--- src/rtl/serial_add_unit_if.sv ---
// Operand/result handshake bundle for serial_add_unit; master drives operands and out_ready.
interface serial_add_unit_if #(
  parameter int WIDTH = 32
);
  logic             in_valid;
  logic             in_ready;
  logic [WIDTH-1:0] a;
  logic [WIDTH-1:0] b;
  logic             sub;
  logic             out_valid;
  logic             out_ready;
  logic [WIDTH-1:0] sum;
  logic             carry;
  logic             overflow;
  logic             zero;

  modport master (
    output in_valid, a, b, sub, out_ready,
    input  in_ready, out_valid, sum, carry, overflow, zero
  );

  modport slave (
    input  in_valid, a, b, sub, out_ready,
    output in_ready, out_valid, sum, carry, overflow, zero
  );
endinterface

--- src/rtl/serial_add_unit.sv ---
// Serial add/sub, one 2-bit adder slice reused per cycle; result WIDTH/2 cycles after accept.
// Accepts only in IDLE; the result is held in DONE until out_ready, so no input is taken meanwhile.
module serial_add_unit #(
  parameter int WIDTH = 32
) (
  input  logic             clk,
  input  logic             rst_n,
  serial_add_unit_if.slave bus
);
  localparam int DIGITS = WIDTH / 2;
  localparam int CW     = (DIGITS > 1) ? $clog2(DIGITS) : 1;
  localparam logic [CW-1:0] LAST = CW'(DIGITS - 1);

  typedef enum logic [1:0] {
    IDLE = 2'd0,
    RUN  = 2'd1,
    DONE = 2'd2
  } state_t;

  state_t           state;
  state_t           state_nxt;
  logic             accept;
  logic             last_digit;
  logic [WIDTH-1:0] a_sh;
  logic [WIDTH-1:0] b_sh;
  logic [WIDTH-1:0] b_eff;
  logic             carry_reg;
  logic             sign_a;
  logic             sign_b;
  logic [CW-1:0]    count;
  logic [1:0]       slice_out;
  logic             slice_cout;
  logic [WIDTH-1:0] res_nxt;
  logic [WIDTH-1:0] sum_r;
  logic             carry_r;
  logic             overflow_r;
  logic             zero_r;

  assign b_eff = bus.sub ? ~bus.b : bus.b;

  // The single ADDER2BIT slice: the low digit pair of the shifting operands plus the running carry.
  assign {slice_cout, slice_out} = {1'b0, a_sh[1:0]} + {1'b0, b_sh[1:0]} + {2'b00, carry_reg};

  // Digits enter from the top, so after the last slice res_nxt is the complete sum.
  generate
    if (WIDTH == 2) begin : g_one_digit
      assign res_nxt = slice_out;
    end else begin : g_multi_digit
      logic [WIDTH-3:0] acc;
      always_ff @(posedge clk) begin
        if (!rst_n) begin
          acc <= '0;
        end else if (state == RUN) begin
          acc <= res_nxt[WIDTH-1:2];
        end
      end
      assign res_nxt = {slice_out, acc};
    end
  endgenerate

  always_ff @(posedge clk) begin
    if (!rst_n) begin
      state <= IDLE;
    end else begin
      state <= state_nxt;
    end
  end

  always_comb begin
    state_nxt     = state;
    bus.in_ready  = 1'b0;
    bus.out_valid = 1'b0;
    accept        = 1'b0;
    last_digit    = 1'b0;
    case (state)
      IDLE: begin
        bus.in_ready = 1'b1;
        if (bus.in_valid) begin
          accept    = 1'b1;
          state_nxt = RUN;
        end
      end
      RUN: begin
        if (count == LAST) begin
          last_digit = 1'b1;
          state_nxt  = DONE;
        end
      end
      DONE: begin
        bus.out_valid = 1'b1;
        if (bus.out_ready) begin
          state_nxt = IDLE;
        end
      end
      default: state_nxt = IDLE;
    endcase
  end

  always_ff @(posedge clk) begin
    if (!rst_n) begin
      a_sh       <= '0;
      b_sh       <= '0;
      carry_reg  <= 1'b0;
      sign_a     <= 1'b0;
      sign_b     <= 1'b0;
      count      <= '0;
      sum_r      <= '0;
      carry_r    <= 1'b0;
      overflow_r <= 1'b0;
      zero_r     <= 1'b0;
    end else if (accept) begin
      a_sh      <= bus.a;
      b_sh      <= b_eff;
      carry_reg <= bus.sub;
      sign_a    <= bus.a[WIDTH-1];
      sign_b    <= b_eff[WIDTH-1];
      count     <= '0;
    end else if (state == RUN) begin
      a_sh      <= a_sh >> 2;
      b_sh      <= b_sh >> 2;
      carry_reg <= slice_cout;
      count     <= count + 1'b1;
      // Visible results change only on DONE entry; they hold through IDLE and RUN.
      if (last_digit) begin
        sum_r      <= res_nxt;
        carry_r    <= slice_cout;
        overflow_r <= (sign_a == sign_b) && (res_nxt[WIDTH-1] != sign_a);
        zero_r     <= (res_nxt == '0);
      end
    end
  end

  assign bus.sum      = sum_r;
  assign bus.carry    = carry_r;
  assign bus.overflow = overflow_r;
  assign bus.zero     = zero_r;
endmodule

--- src/flat_wrapper.sv ---
// flat-port wrapper written by rule: the top's interface ports become plain ports
module serial_add_unit_flat 
#(
  parameter int WIDTH = 32
)
  (clk, rst_n, bus_in_valid, bus_a, bus_b, bus_sub, bus_out_ready, bus_in_ready, bus_out_valid, bus_sum, bus_carry, bus_overflow, bus_zero);
  serial_add_unit_if #(.WIDTH(WIDTH)) bus_i ();
  input  logic clk;
  input  logic rst_n;
  input wire logic [$bits(bus_i.in_valid)-1:0] bus_in_valid;
  input wire logic [$bits(bus_i.a)-1:0] bus_a;
  input wire logic [$bits(bus_i.b)-1:0] bus_b;
  input wire logic [$bits(bus_i.sub)-1:0] bus_sub;
  input wire logic [$bits(bus_i.out_ready)-1:0] bus_out_ready;
  output wire logic [$bits(bus_i.in_ready)-1:0] bus_in_ready;
  output wire logic [$bits(bus_i.out_valid)-1:0] bus_out_valid;
  output wire logic [$bits(bus_i.sum)-1:0] bus_sum;
  output wire logic [$bits(bus_i.carry)-1:0] bus_carry;
  output wire logic [$bits(bus_i.overflow)-1:0] bus_overflow;
  output wire logic [$bits(bus_i.zero)-1:0] bus_zero;
  assign bus_i.in_valid = bus_in_valid;
  assign bus_i.a = bus_a;
  assign bus_i.b = bus_b;
  assign bus_i.sub = bus_sub;
  assign bus_i.out_ready = bus_out_ready;
  assign bus_in_ready = bus_i.in_ready;
  assign bus_out_valid = bus_i.out_valid;
  assign bus_sum = bus_i.sum;
  assign bus_carry = bus_i.carry;
  assign bus_overflow = bus_i.overflow;
  assign bus_zero = bus_i.zero;
  serial_add_unit #(.WIDTH(WIDTH)) u_core (.clk(clk), .rst_n(rst_n), .bus(bus_i));
endmodule
--- config.mk ---
export PLATFORM = sky130hd
export DESIGN_NAME = serial_add_unit_flat
export DESIGN_NICKNAME = d
export VERILOG_FILES = /design/src/rtl/serial_add_unit_if.sv /design/src/rtl/serial_add_unit.sv /design/src/flat_wrapper.sv
export SDC_FILE = /design/constraint.sdc
export NUM_CORES = 1
export LEC_CHECK = 0
export ABC_AREA = 1
export ABC_CLOCK_PERIOD_IN_PS = 4700
export CORE_ASPECT_RATIO = 1.25
export CORE_MARGIN = 5
export CORE_UTILIZATION = 35
export DETAILED_ROUTE_END_ITERATION = 6
export HOLD_SLACK_MARGIN = 0.12
export PLACE_DENSITY = 0.66
export REMOVE_ABC_BUFFERS = 1
export SLEW_MARGIN = 20
export SYNTH_ARGS = -nofsm -noshare
export SYNTH_HDL_FRONTEND = slang
export SYNTH_SLANG_ARGS = --single-unit
--- constraint.sdc ---
create_clock -name clk -period 4.7 [get_ports clk]
set_input_delay 0.705 -clock clk [delete_from_list [all_inputs] [get_ports clk]]
set_output_delay 0.705 -clock clk [all_outputs]
set_load 0.02 [all_outputs]
==> impl_metrics.json <==
{
  "status": "finished, final reports clean",
  "period_minus_slack_ps": 2307,
  "hp-class": "register to register",
  "start_kind": "register",
  "peakVddDrop_mv": 0.2337,
  "drt_first_pass_iters": 5,
  "finalHoldViolations": 0,
  "synth_top_area_frac": 0.4780,
  "synthesis.instances": 752,
  "fillCellCount": 1630,
  "async_reset_ff_frac": 0,
  "synth_cell_type_count": 29,
  "powerDensity_mw_per_mm2": 403.2,
  "synth_commonest_cells": "nand2_1 (207), dfxtp_1 (138), nor2_1 (75)",
  "dp_hpwl_um": 8493,
  "finalSetupViolations": 0,
  "cts-root-buf": "clkbuf_16",
  "power_leakage_nw": 2.882,
  "crit_type": "register to output port",
  "grt_max_degree": 62,
  "critPathArrivalTime_ps": 1600,
  "slew_headroom": 0.3751,
  "synth_edf_count": 0,
  "placedCellCount": 1026,
  "reg2regPathDepth": 5,
  "design_area_mm2": 0.007452,
  "die_h_um": 153.7,
  "seqCellArea_mm2": 0.002763,
  "grt_remaining_overflow": 0,
  "finalPower_w": 0.003004,
  "report.final.slew_viol_count": 0,
  "htree_levels": 4,
  "rsz0062_at_grt": "no",
  "fin_crit_sh": 0.4908,
  "start_util": 0.3567,
  "cts_max_path_buffers": 2,
  "post_cts_resize_count": 0,
  "antennaDiodeCount": 0,
  "fin_tns_setup_ps": 0,
  "grt_use_total": 0.1410,
  "area_growth_pct": 28.95,
  "drt_iter0_drc": 356,
  "cts_setup_buffers": 0,
  "drc": 0,
  "final_nets": 901,
  "holdPathStages": 2,
  "clk_latency_ps": 420,
  "cts_tree": "built",
  "holdBufCountCts": 0,
  "wirelength_um": 13280,
  "finalWeightedCongestion": 0.7354,
  "yosys_warnings": 0,
  "cts_buffers": 17,
  "place_area_mm2": 0.006835,
  "worstSetupStartpoint": "u_core.state[1]",
  "synth_most_common_cell": "nand2_1",
  "routedWlPerCell_um": 12.57,
  "ys_ff_latch": 138,
  "worst_setup_path_end_kind": "output port",
  "antenna_left": 0,
  "synth_area_mm2": 0.005779,
  "ys_seq_area_frac": 0.4780,
  "finalClockSkew_ps": 5.708,
  "cts_sinks": 138,
  "coreArea_mm2": 0.01620,
  "max-cap-violations": 0,
  "fmax_mhz": 433.5,
  "grt_pass1_vias": 4712,
  "clk_pin_slew_worst_paths_ps": 60,
  "yosysTopAreaCell": "dfxtp_1",
  "multi_input_area_mm2": 0.002492,
  "die_area_mm2": 0.01920,
  "drive_gt1_frac": 0.05595,
  "synth.area.top_cells": "dfxtp_1 (48%), nand2_1 (13%), nor2_1 (4.9%)",
  "crit_end": "bus_out_valid",
  "vias": 5001,
  "worst_pin_slew_ps": 937.3,
  "vias_per_cell": 4.736,
  "port_buffers": 105,
  "crit_required_ps": 3990,
  "synth.avg_cell_area_um2": 7.685,
  "ios": 106,
  "cp_max_fo": 2,
  "grt_pass1_wl_um": 22420,
  "chipWidth_um": 124.9,
  "reg2reg_slack_ps": 2430,
  "num_rows": 52,
  "fin_cells": 1056,
  "regToRegEndpoint": "u_core.a_sh[20]",
  "antenna_found_initial": 0,
  "r2r_start": "u_core.state[0]",
  "synth-main-ff-cell": "dfxtp_1"
}
how the worst min path moves through the flow:
| stage | from | to | slack, ps |
|---|---|---|---|
| detailed placement | u_core.a_sh[30] | u_core.a_sh[30] | 450 |
| floorplan | u_core.a_sh[31] | u_core.a_sh[31] | 440 |
| CTS | u_core.a_sh[30] | u_core.a_sh[30] | 460 |
| finish | u_core.a_sh[30] | u_core.a_sh[30] | 470 |
| global route | u_core.b_sh[30] | u_core.b_sh[30] | 490 |
| global placement | u_core.a_sh[30] | u_core.a_sh[30] | 450 |
cells by family (layout without fill, tap and decap cells):
logic type,count (synthesis),in the layout,synth area share
xor+xnor,31,31,0.04698
fa+ha+maj,3,3,0.009093
simple gates,304,304,0.2078
flops,138,138,0.4780
compound gates,161,161,0.1674
buf+inv,115,203,0.09071
per-stage QoR:
step	hold slack [ps]	util	setup WS (ps)
6_report	465.0	0.4600	2393
5_1_grt	486.4	0.4600	2121
4_1_cts	461.4	0.4599	2359
3_5_place_dp	454.1	0.4219	2165
3_3_place_gp	451.4	0.4219	2191
2_1_floorplan	436.0	-	2643
per-layer routing:
| layer | share of wire | global-route usage |
|---|---|---|
| met1 | 0.48 | 0.1765 |
| met3 | 0.057 | 0.04684 |
| met2 | 0.45 | 0.2255 |
| met5 | 0 | 0 |
| met4 | 0.021 | 0.05475 |
critical path, cell delays in order, from the launching register on:
cell	delay, ps
dfxtp_1	340
inv_1	80
nor2_1	150
clkdlybuf4s50_1	630
placed cells by master, fill, tap and decap left out, drive strengths merged:
| cell | netlist | routed |
|---|---|---|
| or2 | 4 | 4 |
| nand4 | 1 | 1 |
| xor2 | 7 | 7 |
| o31ai | 1 | 1 |
| fa | 2 | 2 |
| a31oi | 35 | 35 |
| clkdlybuf4s50 | 0 | 103 |
| clkbuf | 14 | 21 |
| inv | 64 | 64 |
| o21ai | 45 | 45 |
| nor2 | 77 | 77 |
| nand2 | 210 | 210 |
| bufinv | 0 | 4 |
| xnor2 | 24 | 24 |
| a211oi | 19 | 19 |
| clkinv | 1 | 6 |
| o211ai | 27 | 27 |
| ha | 1 | 1 |
| nand3 | 12 | 12 |
| dfxtp | 138 | 138 |
| a21oi | 34 | 34 |
| buf | 36 | 5 |
power by group:
| group | total (W) | internal, W | switching [W] |
|---|---|---|---|
| Combinational | 0.000328 | 0.000143 | 0.000185 |
| Sequential | 0.00128 | 0.00124 | 0.0000401 |
| Clock | 0.00140 | 0.000919 | 0.000477 |
cell type report:
cell class | count | share of cell area
clock buffers | 21 | 0.06313
clock inverters | 9 | 0.01948
inverters | 65 | 0.03324
multi-input cells | 499 | 0.3345
flip-flops and latches | 138 | 0.3707
well taps | 216 | 0.03627
repair buffers | 108 | 0.1427
(Power assumes the default switching activity.)
